## src/rtl/hazard_pkg.sv

```systemverilog
// Shared types and constants for the hazard scoreboard and its MD busy timer.
// Scoreboard fields are stored at fixed maximum widths so REG_AW/TNEW_W may vary per instance.
package hazard_pkg;

  localparam int unsigned TNEW_W    = 3;
  localparam int unsigned TUSE_NONE = 7;
  localparam int unsigned CP0_EPC   = 14;

  localparam int unsigned SB_AW_MAX = 8;
  localparam int unsigned SB_TW_MAX = 8;

  typedef enum logic {
    MD_MUL = 1'b0,
    MD_DIV = 1'b1
  } md_op_e;

  typedef struct packed {
    logic                 valid;
    logic [SB_AW_MAX-1:0] dst;
    logic [SB_TW_MAX-1:0] tnew;
    logic                 epc_wr;
    logic                 md_start;
    md_op_e               md_op;
  } sb_entry_t;

  // One pipeline step of ageing; T_new never goes below zero.
  function automatic logic [SB_TW_MAX-1:0] tnew_age(input logic [SB_TW_MAX-1:0] t);
    return (t == '0) ? t : t - 1'b1;
  endfunction

endpackage

```

## src/rtl/hazard_scoreboard_if.sv

```systemverilog
// D-stage request and stall/busy response bundle of the hazard scoreboard.
// With HAZARD_STATS_EN defined the bundle also carries the stall_cycles counter.
interface hazard_scoreboard_if #(
  parameter int unsigned REG_AW = 5,
  parameter int unsigned TNEW_W = 3
);
  logic              d_valid;
  logic [REG_AW-1:0] d_rs;
  logic [REG_AW-1:0] d_rt;
  logic [TNEW_W-1:0] d_tuse_rs;
  logic [TNEW_W-1:0] d_tuse_rt;
  logic [REG_AW-1:0] d_dst;
  logic [TNEW_W-1:0] d_tnew;
  logic              d_epc_wr;
  logic              d_eret;
  logic              d_md_use;
  logic              d_md_start;
  logic              d_md_div;
  logic              flush;
  logic              stall;
  logic              md_busy;
`ifdef HAZARD_STATS_EN
  logic [31:0]       stall_cycles;

  modport master (
    output d_valid, d_rs, d_rt, d_tuse_rs, d_tuse_rt, d_dst, d_tnew,
    output d_epc_wr, d_eret, d_md_use, d_md_start, d_md_div, flush,
    input  stall, md_busy, stall_cycles
  );
  modport slave (
    input  d_valid, d_rs, d_rt, d_tuse_rs, d_tuse_rt, d_dst, d_tnew,
    input  d_epc_wr, d_eret, d_md_use, d_md_start, d_md_div, flush,
    output stall, md_busy, stall_cycles
  );
`else
  modport master (
    output d_valid, d_rs, d_rt, d_tuse_rs, d_tuse_rt, d_dst, d_tnew,
    output d_epc_wr, d_eret, d_md_use, d_md_start, d_md_div, flush,
    input  stall, md_busy
  );
  modport slave (
    input  d_valid, d_rs, d_rt, d_tuse_rs, d_tuse_rt, d_dst, d_tnew,
    input  d_epc_wr, d_eret, d_md_use, d_md_start, d_md_div, flush,
    output stall, md_busy
  );
`endif
endinterface

```

## src/rtl/md_busy_timer.sv

```systemverilog
// HI/LO busy countdown: loads the mul/div latency when a start sits in E, then counts to zero.
// busy_o also covers the cycle the start itself occupies E.
module md_busy_timer #(
  parameter  int unsigned MUL_CYCLES = 5,
  parameter  int unsigned DIV_CYCLES = 10,
  localparam int unsigned CntW =
    $clog2(((MUL_CYCLES > DIV_CYCLES) ? MUL_CYCLES : DIV_CYCLES) + 1)
) (
  input  logic            clk_i,
  input  logic            reset_i,
  input  logic            start_i,
  input  logic            is_div_i,
  input  logic            abort_i,
  output logic            busy_o,
  output logic [CntW-1:0] count_o
);

  logic [CntW-1:0] count_d, count_q;

  always_comb begin
    count_d = count_q;
    if (start_i && !abort_i) begin
      count_d = is_div_i ? CntW'(DIV_CYCLES) : CntW'(MUL_CYCLES);
    end else if (count_q != '0) begin
      count_d = count_q - 1'b1;
    end
  end

  always_ff @(posedge clk_i or posedge reset_i) begin
    if (reset_i) begin
      count_q <= '0;
    end else begin
      count_q <= count_d;
    end
  end

  assign busy_o  = start_i | (count_q != '0);
  assign count_o = count_q;

endmodule

```

## src/rtl/hazard_scoreboard.sv

```systemverilog
// D-stage hazard unit: shift-register scoreboard of in-flight destinations plus HI/LO busy timer.
// Define HAZARD_STATS_EN to add the 32-bit stall_cycles counter to the interface.
module hazard_scoreboard
  import hazard_pkg::*;
#(
  parameter int unsigned NUM_STAGES = 2,
  parameter int unsigned REG_AW     = 5,
  parameter int unsigned TNEW_W     = 3,
  parameter int unsigned MUL_CYCLES = 5,
  parameter int unsigned DIV_CYCLES = 10
) (
  input logic                clk,
  input logic                reset,
  hazard_scoreboard_if.slave bus
);

  localparam int unsigned CntW =
    $clog2(((MUL_CYCLES > DIV_CYCLES) ? MUL_CYCLES : DIV_CYCLES) + 1);

  sb_entry_t entry_d [NUM_STAGES];
  sb_entry_t entry_q [NUM_STAGES];

  logic [REG_AW-1:0] rs, rt;
  logic [TNEW_W-1:0] tuse_rs, tuse_rt;
  logic              hazard, stall, md_start_e, tmr_busy;
  logic [CntW-1:0]   tmr_count;

  assign rs         = bus.d_rs;
  assign rt         = bus.d_rt;
  assign tuse_rs    = bus.d_tuse_rs;
  assign tuse_rt    = bus.d_tuse_rt;
  assign md_start_e = entry_q[0].valid & entry_q[0].md_start;

  always_comb begin
    hazard = 1'b0;
    for (int k = 0; k < int'(NUM_STAGES); k++) begin
      if (entry_q[k].valid) begin
        if (rs != '0 && entry_q[k].dst == SB_AW_MAX'(rs) &&
            entry_q[k].tnew > SB_TW_MAX'(tuse_rs)) hazard = 1'b1;
        if (rt != '0 && entry_q[k].dst == SB_AW_MAX'(rt) &&
            entry_q[k].tnew > SB_TW_MAX'(tuse_rt)) hazard = 1'b1;
        if (bus.d_eret && entry_q[k].epc_wr) hazard = 1'b1;
      end
    end
    if (bus.d_md_use && (md_start_e || tmr_count != '0)) hazard = 1'b1;
    stall = bus.d_valid & hazard;
  end

  always_comb begin
    entry_d[0] = '0;
    if (bus.d_valid && !stall) begin
      entry_d[0].valid    = 1'b1;
      entry_d[0].dst      = SB_AW_MAX'(bus.d_dst);
      entry_d[0].tnew     = SB_TW_MAX'(bus.d_tnew);
      entry_d[0].epc_wr   = bus.d_epc_wr;
      entry_d[0].md_start = bus.d_md_start;
      entry_d[0].md_op    = bus.d_md_div ? MD_DIV : MD_MUL;
    end
    for (int k = 1; k < int'(NUM_STAGES); k++) begin
      entry_d[k]      = entry_q[k-1];
      entry_d[k].tnew = tnew_age(entry_q[k-1].tnew);
    end
    // Flush kills everything in flight, including the instruction entering E.
    if (bus.flush) begin
      for (int k = 0; k < int'(NUM_STAGES); k++) entry_d[k].valid = 1'b0;
    end
  end

  always_ff @(posedge clk or posedge reset) begin
    if (reset) begin
      for (int k = 0; k < int'(NUM_STAGES); k++) entry_q[k] <= '0;
    end else begin
      for (int k = 0; k < int'(NUM_STAGES); k++) entry_q[k] <= entry_d[k];
    end
  end

  md_busy_timer #(
    .MUL_CYCLES (MUL_CYCLES),
    .DIV_CYCLES (DIV_CYCLES)
  ) u_md_timer (
    .clk_i    (clk),
    .reset_i  (reset),
    .start_i  (md_start_e),
    .is_div_i (entry_q[0].md_op == MD_DIV),
    .abort_i  (bus.flush),
    .busy_o   (tmr_busy),
    .count_o  (tmr_count)
  );

  assign bus.stall   = stall;
  assign bus.md_busy = tmr_busy;

`ifdef HAZARD_STATS_EN
  logic [31:0] stall_cycles_d, stall_cycles_q;

  always_comb begin
    stall_cycles_d = stall_cycles_q;
    if (stall && !bus.flush) stall_cycles_d = stall_cycles_q + 32'd1;
  end

  always_ff @(posedge clk or posedge reset) begin
    if (reset) begin
      stall_cycles_q <= '0;
    end else begin
      stall_cycles_q <= stall_cycles_d;
    end
  end

  assign bus.stall_cycles = stall_cycles_q;
`endif

endmodule

```

## src/flat_wrapper.sv

```systemverilog
// flat-port wrapper written by rule: the top's interface ports become plain ports
module hazard_scoreboard_flat import hazard_pkg::*;
#(
  parameter int unsigned NUM_STAGES = 2,
  parameter int unsigned REG_AW     = 5,
  parameter int unsigned TNEW_W     = 3,
  parameter int unsigned MUL_CYCLES = 5,
  parameter int unsigned DIV_CYCLES = 10
)
  (clk, reset, bus_d_valid, bus_d_rs, bus_d_rt, bus_d_tuse_rs, bus_d_tuse_rt, bus_d_dst, bus_d_tnew, bus_d_epc_wr, bus_d_eret, bus_d_md_use, bus_d_md_start, bus_d_md_div, bus_flush, bus_stall, bus_md_busy);
  hazard_scoreboard_if #(.REG_AW(REG_AW), .TNEW_W(TNEW_W)) bus_i ();
  input logic clk;
  input logic reset;
  input wire logic [$bits(bus_i.d_valid)-1:0] bus_d_valid;
  input wire logic [$bits(bus_i.d_rs)-1:0] bus_d_rs;
  input wire logic [$bits(bus_i.d_rt)-1:0] bus_d_rt;
  input wire logic [$bits(bus_i.d_tuse_rs)-1:0] bus_d_tuse_rs;
  input wire logic [$bits(bus_i.d_tuse_rt)-1:0] bus_d_tuse_rt;
  input wire logic [$bits(bus_i.d_dst)-1:0] bus_d_dst;
  input wire logic [$bits(bus_i.d_tnew)-1:0] bus_d_tnew;
  input wire logic [$bits(bus_i.d_epc_wr)-1:0] bus_d_epc_wr;
  input wire logic [$bits(bus_i.d_eret)-1:0] bus_d_eret;
  input wire logic [$bits(bus_i.d_md_use)-1:0] bus_d_md_use;
  input wire logic [$bits(bus_i.d_md_start)-1:0] bus_d_md_start;
  input wire logic [$bits(bus_i.d_md_div)-1:0] bus_d_md_div;
  input wire logic [$bits(bus_i.flush)-1:0] bus_flush;
  output wire logic [$bits(bus_i.stall)-1:0] bus_stall;
  output wire logic [$bits(bus_i.md_busy)-1:0] bus_md_busy;
  assign bus_i.d_valid = bus_d_valid;
  assign bus_i.d_rs = bus_d_rs;
  assign bus_i.d_rt = bus_d_rt;
  assign bus_i.d_tuse_rs = bus_d_tuse_rs;
  assign bus_i.d_tuse_rt = bus_d_tuse_rt;
  assign bus_i.d_dst = bus_d_dst;
  assign bus_i.d_tnew = bus_d_tnew;
  assign bus_i.d_epc_wr = bus_d_epc_wr;
  assign bus_i.d_eret = bus_d_eret;
  assign bus_i.d_md_use = bus_d_md_use;
  assign bus_i.d_md_start = bus_d_md_start;
  assign bus_i.d_md_div = bus_d_md_div;
  assign bus_i.flush = bus_flush;
  assign bus_stall = bus_i.stall;
  assign bus_md_busy = bus_i.md_busy;
  hazard_scoreboard #(.NUM_STAGES(NUM_STAGES), .REG_AW(REG_AW), .TNEW_W(TNEW_W), .MUL_CYCLES(MUL_CYCLES), .DIV_CYCLES(DIV_CYCLES)) u_core (.clk(clk), .reset(reset), .bus(bus_i));
endmodule
```

## config.mk

```make
export PLATFORM = sky130hd
export DESIGN_NAME = hazard_scoreboard_flat
export DESIGN_NICKNAME = d
export VERILOG_FILES = /design/src/rtl/hazard_pkg.sv /design/src/rtl/hazard_scoreboard_if.sv /design/src/rtl/md_busy_timer.sv /design/src/rtl/hazard_scoreboard.sv /design/src/flat_wrapper.sv
export SDC_FILE = /design/constraint.sdc
export NUM_CORES = 1
export LEC_CHECK = 0
export CAP_MARGIN = 20
export CORE_UTILIZATION = 35
export CTS_BUF_LIST = sky130_fd_sc_hd__clkbuf_8
export CTS_CLUSTER_DIAMETER = 80
export CTS_CLUSTER_SIZE = 24
export DETAILED_ROUTE_END_ITERATION = 7
export PLACE_DENSITY_LB_ADDON = 0.3
export SETUP_SLACK_MARGIN = 0.02
export SLEW_MARGIN = 20
export SYNTH_ARGS = -nofsm -noshare
export SYNTH_HDL_FRONTEND = slang
export SYNTH_SLANG_ARGS = --single-unit
export TNS_END_PERCENT = 100
```

## constraint.sdc

```tcl
create_clock -name clk -period 3.9 [get_ports clk]
set_clock_uncertainty 0.15 [all_clocks]
set_input_delay 0.78 -clock clk [delete_from_list [all_inputs] [get_ports clk]]
set_output_delay 0.78 -clock clk [all_outputs]
set_load 0.01 [all_outputs]
```

==> impl_metrics.toml, run 1 <==
[yosys]
synth_adder_area_share = 0.124
ys_seq_area_frac = 0.408
synth_edf_count = 0
synth-compound-area-share = 0.0910
yosysMostFrequentCell = "dfrtp_1"
synthTopCellsByCount = "28 x dfrtp_1, 19 x nand2_1, 17 x ha_1"
synth.area.mux_share = 0.00582
avgSynthCellArea_um2 = 10.1
synthArstFlopShare = 1.00
yosysUniqueCellTypes = 37
synth_cells = 170
yosys_warnings = 0
synth_ff_type = "dfrtp_1"
synth_simple_gate_area_frac = 0.205
netlist_area_um2 = 1720
synth_xor_area_frac = 0.122
synth_top_area_cell = "dfrtp_1"
synth_top_area_share = 0.408
ys_ff_latch = 28
synth_nets = 220
synth_area_leaders = "dfrtp_1 41%, ha_1 12%, xnor2_1 6.6%, nor3_2 5.8%, xor2_1 5.6%"
synth_top_family_by_area = "simple AND/OR/NAND/NOR gates"

[sta]
slew_viol_final = 0
finalSetupViolCount = 0
relSlewSlack = 0.617
timing.fmax_ghz = 0.269
setup_slack_ns = 0.188
finalCritPeriodShare = 0.952
min_period_ns = 3.71
final-hold-violation-count = 0
tightest_slew_ns = 0.574
grt_setup_unrepaired = "no"
setup_tns_ns = 0

[global_routing]
top_usage_layer = "met2"
use_met2 = 0.232
grt.overflow.total = 0
grt_max_degree = 29
grt_pass1_wl_mm = 5.86
grt_use_total = 0.145
grtUsageMet3 = 0.0139
grt_pass1_vias = 1301
grt_antenna_before_repair = 0
use_met1 = 0.206

[hold_path]
min-delay-start = "u_core.entry_d[2]"
min_path_cells = 0
hold_end = "u_core.entry_q[2]"
min_path_type = "reg -> reg"

[placed_design]
dp_slack_ns = -0.161
place_hpwl_mm = 2.68
placed_area_um2 = 2190
portBuffers = 34
routabilityCongestion = 0.792

[worst_setup_path]
cp.required_ns = 2.97
r2r_start = "u_core.entry_q[24]"
r2r_slack_ns = 1.71
reg2reg_depth = 8
startpoint_type = "primary input"
crit_fanout = 2
path_class = "in -> out"
reg2reg_to = "u_core.entry_d[0]"
end_kind = "output pin"
critical_path.max_stage_delay_ns = 0.45
arrival_ns = 2.78
crit_path_cell_trace = "clkdlybuf4s50_1 > inv_1 > ha_1 > nor2b_1 > o21ai_1 > a2111oi_2 > nand4_1 > nand3_2 > o21a_1 > clkdlybuf4s15_1"
critPathSlowestCell = "clkdlybuf4s50_1"

[finish]
layout-drive-gt1-share = 0.155
n_antenna_cell = 0
syn_to_final_growth_pct = 31.2
final_nets = 265
fillerInstances = 442
utilization = 0.478
multi_input_area_um2 = 966
stdcell_area_um2 = 2260
regArea_um2 = 701

[detailed_routing]
drc = 0
vias = 1284
avgRoutedWirePerCell_um = 11.8
drt_iter0_drc = 41
post_drt_via_cell_ratio = 4.59
drtAntennaViolNets = 0
firstDrtPassIters = 5
finalWirelength_mm = 3.30

[clocking]
hold_buffers = 0
clockBufferDepth = 2
cts_made_buffers = 3
clkTransAtPathRegs_ns = 0.09
root_buffer = "clkbuf_8"
cts_max_level = 1
insertion_delay_ns = 0.27
cts_num_sinks = 28
cts_tree = "done"

[floorplanning]
start_util = 0.364
die_x_um = 72.1
dieArea_um2 = 5200
row_count = 25
core_um2 = 4720
die_h_um = 72.1
pin_count = 35

[power_and_ir_drop]
max-vdd-ir-drop_uv = 175
leakage_nw = 1.02
cellPowerDensity_nw_per_um2 = 383

[job]
cap_violations = 0

[outcome]
run_status = "finished clean"
-- worst max-delay path: cells and delay by family --
family | cells | cell delay [ns]
fa+ha+maj | 1 | 0.29
compound gates | 3 | 0.56
buf+inv | 3 | 0.74
simple gates | 3 | 0.42
-- sequential cells by signal, summed over array words and instances (netlist names) --
name	count
u_core.entry_d	8
u_core.u_md_timer.count_o	4
u_core.entry_q	16
-- placed cells by master (no fill, tap or decap), types with 2 or more instances in the layout --
cell type and n:
inv_1 14, nand3_1 3, nor4_1 2, xor2_1 11
ha_1 17, clkbuf_8 3, o21ai_0 4, nand2_1 19
nor2_1 6, o21ai_1 2, nor3_1 4, nor3_2 10
dfrtp_1 28, xnor2_1 13, or4_1 3, buf_4 9
nor2b_1 4, nand4_1 2, a21oi_1 4, and2_1 2
clkdlybuf4s50_1 33
-- stage by stage --
| stage | hold slack, ns | power (mW) | instances |
|---|---|---|---|
| finish | 0.240 | 0.863 | 280 |
| detailed placement | 0.216 | 0.712 | 277 |
| floorplan | 0.204 | 0.602 | 170 |
| global placement | 0.209 | 0.703 | 277 |
| global route | 0.253 | 0.941 | 280 |
| CTS | 0.237 | 0.867 | 280 |
-- report_power, final --
part | internal, mW | total [mW] | switching (mW)
sequential | 0.342 | 0.387 | 0.0444
clock | 0.0692 | 0.151 | 0.0817
combinational | 0.168 | 0.326 | 0.157
-- timing repair --
action                                  CTS  global route
resized for setup                         3             5
pin swaps                                 0             1
endpoints found under the setup margin    1             1
hold endpoints to repair                  0             0
setup buffers                             0             0
-- worst max path at each step --
| stage | startpoint | end | slack (ns) | cells after the start |
|---|---|---|---|---|
| global placement | bus_d_tuse_rt[1] | bus_stall | -0.16 | 10 |
| detailed placement | bus_d_tuse_rt[1] | bus_stall | -0.16 | 10 |
| finish | bus_d_tuse_rt[1] | bus_stall | 0.19 | 10 |
| CTS | bus_d_tuse_rs[1] | bus_stall | 0.09 | 10 |
| global route | bus_d_tuse_rt[1] | bus_stall | 0.04 | 10 |
| floorplan | bus_d_tuse_rt[1] | bus_stall | 0.90 | 8 |
-- cell families (layout without fill, tap and decap cells) --
family	Yosys count	after routing
adders and majority gates	17	17
xor gates and xnor gates	24	24
AOI/OAI and AO/OA	22	22
buffers and inverters	18	61
and+or+nand+nor	60	60
DFF	28	28
muxes	1	1
-- area by class of cell --
type	count	share of cell area
Multi-Input combinational cell	124	0.428
Inverter	15	0.0250
Clock buffer	3	0.0183
Tap cell	67	0.0372
Timing Repair Buffer	43	0.181
Sequential cell	28	0.311
-- per-layer routing --
layer	up-vias	wire length, um
met3	4	100
met4	0	51
met2	29	1490
li1	668	-
met1	583	1660
met5	-	0
Power figures use the tool's default switching activity.
==> run 2, diff against run 1 <==
- ABC_AREA: unset -> 1
- SYNTH_HIERARCHICAL: unset -> 1
- clock period: 3.9 -> 3.7 ns (I/O delays scaled with it)
==> run 2 against run 1 <==
Hold slack better by 0.0027 ns. Largest cell class unchanged. First-iteration DRC count is 29% lower. Clock-buffer cell count stayed put. Final area is 6.7% higher. Global-route usage is 1.4 points lower.
==> impl_metrics.toml, run 2 <==
[outcome]
run_status = "finished clean"

[yosys]
synth_top_area_cell = "dfrtp_1"
synth_area_leaders = "dfrtp_1 37%, ha_1 11%, inv_1 9.9%, nand2_1 9.1%, xnor2_1 7.8%"
synth_nets = 282
synth_edf_count = 0
ys_ff_latch = 28
synthTopCellsByCount = "50 x inv_1, 46 x nand2_1, 28 x dfrtp_1"
synth_cells = 232
ys_seq_area_frac = 0.368
avgSynthCellArea_um2 = 8.20
netlist_area_um2 = 1900
synth_top_area_share = 0.368
synth_ff_type = "dfrtp_1"
synthArstFlopShare = 1.00
yosysUniqueCellTypes = 23
yosys_warnings = 6
yosysMostFrequentCell = "inv_1"

[finish]
largest_reg_flops = 16
stdcell_area_um2 = 2410
final_common_cell = "inv_1"
final_nets = 323
layout-drive-gt1-share = 0.147
final_cell_mix = "50 x inv_1, 46 x nand2_1, 33 x clkdlybuf4s50_1, 28 x dfrtp_1, 18 x nor2_1"
registers.top_by_ff_count = "u_core/entry_q"
n_antenna_cell = 0
syn_to_final_growth_pct = 26.4

[sta]
relSlewSlack = 0.405
slew_viol_final = 0
final-hold-violation-count = 0
tightest_slew_ns = 0.891
min_period_ns = 3.48
grt_setup_unrepaired = "no"
setup_tns_ns = 0
finalSetupViolCount = 0
finalCritPeriodShare = 0.939
timing.fmax_ghz = 0.288

[detailed_routing]
drt_iter0_drc = 29
avgRoutedWirePerCell_um = 10.1
firstDrtPassIters = 4
finalWirelength_mm = 3.46
post_drt_via_cell_ratio = 4.22
vias = 1443
drtAntennaViolNets = 0
drc = 0

[placed_design]
placed_area_um2 = 2330
place_hpwl_mm = 2.93
portBuffers = 34
routabilityCongestion = 0.832

[global_routing]
grt_pass1_wl_mm = 5.74
grt_max_degree = 25
top_usage_layer = "met2"
grt.overflow.total = 0
use_met1 = 0.176
use_met2 = 0.222
grtUsageMet3 = 0.0172
grt_antenna_before_repair = 0
grt_use_total = 0.132
grt_pass1_vias = 1389

[power_and_ir_drop]
leakage_nw = 1.24
max-vdd-ir-drop_uv = 245
cellPowerDensity_nw_per_um2 = 425

[clocking]
hold_buffers = 0
insertion_delay_ns = 0.27
clkTransAtPathRegs_ns = 0.08
ctsResizeCount = 3
root_buffer = "clkbuf_8"
clockBufferDepth = 2
cts_tree = "done"
cts_made_buffers = 3
cts_num_sinks = 28
cts_max_level = 1
cts_setup_buffers = 0

[floorplanning]
start_util = 0.368
die_h_um = 75.7
row_count = 26
die_x_um = 75.7
dieArea_um2 = 5740
pin_count = 35
core_um2 = 5170

[worst_setup_path]
arrival_ns = 2.59
startpoint_type = "primary input"
path_class = "in -> out"
crit_fanout = 2
cp.required_ns = 2.81
end_kind = "output pin"

[hold_path]
min_path_type = "reg -> reg"

[job]
cap_violations = 0
run 2: path summary, 6_finish.rpt:
| check | slack (ns) | to | cells past startpoint | start |
|---|---|---|---|---|
| max | 0.22 | bus_stall | 14 | bus_d_tuse_rs[1] |
| min | 0.24 | u_core/entry_q[2] | 0 | u_core/entry_d[2] |
| max reg2reg | 1.58 | u_core/entry_q[39] | 11 | u_core/entry_q[24] |
| min reg2reg | 0.24 | u_core/entry_q[2] | 0 | u_core/entry_d[2] |
| max in group asynchronous | 2.01 | u_core/entry_q[9] | 2 | reset |
| min in group asynchronous | 0.52 | u_core/u_md_timer/count_o[1] | 2 | reset |
run 2: cells by family (layout without fill, tap and decap cells):
family,count (synthesis),in the layout,synth area share
AND/OR/NAND/NOR,106,106,0.287
buffers and inverters,54,94,0.116
flip-flops,28,28,0.368
XOR/XNOR,18,18,0.0828
adder cells (fa/ha/maj),17,17,0.112
AO/OA/AOI/OAI,9,9,0.0335
run 2: area by class of cell:
class | instances | area, um^2
multi-input combinational | 150 | 983
fill | 513 | 2770
clock buffer | 3 | 41.3
sequential | 28 | 701
timing repair buffer | 37 | 362
clock inverter | 1 | 30.0
tap | 70 | 87.6
inverter | 53 | 201
run 2: critical path, stage by stage:
cell and delay [ns]:
clkdlybuf4s50_1 0.46, inv_1 0.06, ha_1 0.30, nand2_1 0.07, nand2_1 0.04, a21oi_1 0.15, nor2_2 0.06, nand2_2 0.06
nand3_2 0.09, nand2_2 0.08, nand3_1 0.09, nand2_1 0.07, inv_1 0.04, dlygate4sd2_1 0.27
run 2: per-stage QoR:
step                      cells  utilization  hold slack, ns  total power [mW]  worst slack, ns
final                       342        0.465           0.243              1.02            0.225
after global routing        342        0.465           0.261              1.10           0.0725
after CTS                   342        0.465           0.249              1.03            0.211
after detailed placement    338        0.451           0.228             0.797          -0.0582
after global placement      338        0.451           0.232             0.787          -0.0213
after floorplan             232            -           0.204             0.692             1.02
run 2: report_power, final:
part | total (mW) | internal [mW] | switching, mW | leakage, nW
Combinational | 0.389 | 0.181 | 0.208 | 0.841
Sequential | 0.401 | 0.358 | 0.0434 | 0.367
Clock | 0.232 | 0.145 | 0.0874 | 0.0357
Total | 1.02 | 0.683 | 0.339 | 1.24
run 2: routing by layer:
metal	routed length, um	part of all wire
met3	128	0.037
met5	0	0
met4	24	0.0069
met1	1740	0.50
met2	1580	0.45
==> variant: new RTL, flow settings as in run 1 <==
Change the package constant `SB_TW_MAX` from 8 to 12.
--- a/src/rtl/hazard_pkg.sv
+++ b/src/rtl/hazard_pkg.sv
@@ -7,7 +7,7 @@
   localparam int unsigned CP0_EPC   = 14;
 
   localparam int unsigned SB_AW_MAX = 8;
-  localparam int unsigned SB_TW_MAX = 8;
+  localparam int unsigned SB_TW_MAX = 12;
 
   typedef enum logic {
     MD_MUL = 1'b0,
Behaviour: no difference found for any inputs over 10 cycles, from zero or initial values and one cycle with reset high; that may be too few to reach the edited logic, so the function may still have changed.
==> variant against run 1 <==
Synthesized area up 1.0%; sequential cell count unchanged; routed wire length grew 4.2%; hold slack worse by 0.0032 ns; register-to-register slack gained 0.04 ns; final area fell by 1.4%; sequential share of layout area grew 0.44 points; setup slack improved by 0.094 ns; total power is 0.29% lower; sequential power is essentially flat; die area increased by 0.99%; highest routed layer unchanged.
==> variant: results (changes against run 1) <==
| Metric | Value |
|---|---|
| Worst VDD drop | 0.000152 V (was 0.000175 V) |
| Placed cell areas | 0.00218 sq mm (was 0.00219 sq mm) |
| Lkg Pwr | 1.00 nW (was 1.02 nW) |
| Final setup fails | 0 (unchanged) |
| Sequential share of the synthesized area | 0.403 (was 0.408) |
| Slew @ Worst Pin | 0.572 ns (was 0.574 ns) |
| Routed len/inst | 12.5 um (was 11.8 um) |
| Start of the worst register-to-register path | u_core.entry_q[27]$_DFF_PP0_ (was u_core.entry_q[24]$_DFF_PP0_) |
| CTS root buffer | clkbuf_8 (unchanged) |
| Final HPWL DP | 2780 um (was 2680 um) |
| H-tree Lvls | 1 (unchanged) |
| Crit path from | bus_d_tuse_rt[2] (was bus_d_tuse_rt[1]) |
| WL final | 3440 um (was 3300 um) |
| Reg-to-reg setup timing slack | 1.75 ns (was 1.71 ns) |
| Max stage delay on crit path | 0.46 ns |
| Commonest cells post-synth | dfrtp_1, nand2_1, ha_1 (unchanged) |
| Critical path's slowest cell | clkdlybuf4s50_1 (unchanged) |
| Largest net degree at the start of global routing | 29 (unchanged) |
| Crit path DAT | 2.69 ns (was 2.78 ns) |
| Number of global-route vias before repair | 1307 (was 1301) |
| Post-CTS Repair Setup Buffers | 0 (unchanged) |
| Clk buf depth | 2 (unchanged) |
| DRT Pass-1 Iters | 2 (was 5) |
| Layout net count | 261 (was 265) |
| Yosys Warn Count | 0 (unchanged) |
| Layout cells sized above 1 | 0.144 (was 0.155) |
| Gr usage total | 0.144 (was 0.145) |
| Post-synth ARST share | 1.00 (unchanged) |
| Antenna Cells | 0 (unchanged) |
| Crit Reg-Reg Endpoint | u_core.entry_d[0]$_DFF_PP0_ (unchanged) |
| TritonCTS buffer count | 3 (unchanged) |
| Reg clk slew, reported paths | 0.09 ns (about the same) |
| Placed Instances | 273 (was 277) |
| Post-Synthesis Net Count | 218 (was 220) |
| CP top delay family | buffers and inverters (unchanged) |
| Worst Setup EP | bus_stall (unchanged) |
| Vias per Instance | 4.62 (was 4.59) |
| Hold Crit Class | flop to flop (unchanged) |
| Mapped Avg Cell Area | 10.3 sq um (was 10.1 sq um) |
| DRT iter0 DRCs | 58 (was 41) |
| Max reg flops | 16 (unchanged) |
| GPL Wtd Cong | 0.851 (was 0.792) |
| Main area contributors after synthesis | dfrtp_1, ha_1, xnor2_1 (unchanged) |
| First-pass GRT wire length | 5800 um (was 5860 um) |
| Status | complete, no violations (unchanged) |
## variant: metal layers
metal,track usage,wire length (um),up-vias
met3,0.0167,85,2
met5,0,0,-
met2,0.242,1640,21
met4,0.0479,34,0
li1,-,-,659
met1,0.193,1680,593
## variant: timing repair
| item | in CTS | in global routing |
|---|---|---|
| pin swaps | 1 | 2 |
| hold buffers | 0 | 0 |
| gates cloned | 0 | 0 |
| setup endpoints to repair | 1 | 1 |
| gates resized for setup | 2 | 4 |
## variant: final cells by class
type	instances	area (sq um)
Clock buffer	3	41.3
Fill cell	487	2530
Inverter	13	48.8
Multi-Input combinational cell	124	962
Sequential cell	28	701
Tap cell	67	83.8
Timing Repair Buffer	41	388
## variant: how the worst min path moves through the flow
stage,to,slack (ns),from,cells past startpoint
after floorplan,u_core.entry_q[2]$_DFF_PP0_,0.20,u_core.entry_d[2]$_DFF_PP0_,0
after global placement,u_core.entry_q[2]$_DFF_PP0_,0.21,u_core.entry_d[2]$_DFF_PP0_,0
after detailed placement,u_core.entry_q[2]$_DFF_PP0_,0.21,u_core.entry_d[2]$_DFF_PP0_,0
after CTS,u_core.entry_q[2]$_DFF_PP0_,0.23,u_core.entry_d[2]$_DFF_PP0_,0
after global routing,u_core.entry_q[2]$_DFF_PP0_,0.25,u_core.entry_d[2]$_DFF_PP0_,0
final,u_core.entry_q[2]$_DFF_PP0_,0.24,u_core.entry_d[2]$_DFF_PP0_,0
## variant: logic make-up after synthesis
group	after synthesis	share of synthesized area
buffers and inverters	16	0.0468
flip-flops	28	0.403
AO/OA/AOI/OAI	25	0.107
multiplexers	1	0.00576
AND/OR/NAND/NOR	57	0.193
XOR/XNOR	24	0.121
adder cells (fa/ha/maj)	17	0.122
## variant: report_power, final
group / switching [mW] / internal [mW]
clock: 0.0805 / 0.0691
sequential: 0.0445 / 0.342
combinational: 0.156 / 0.168
## variant: per-stage QoR
| step | total power, mW | util | setup slack, ns |
|---|---|---|---|
| after floorplan | 0.609 | - | 0.902 |
| after global placement | 0.706 | 0.459 | -0.0822 |
| after detailed placement | 0.715 | 0.459 | -0.135 |
| after CTS | 0.866 | 0.467 | 0.106 |
| after global routing | 0.927 | 0.468 | 0.165 |
| final | 0.861 | 0.468 | 0.282 |
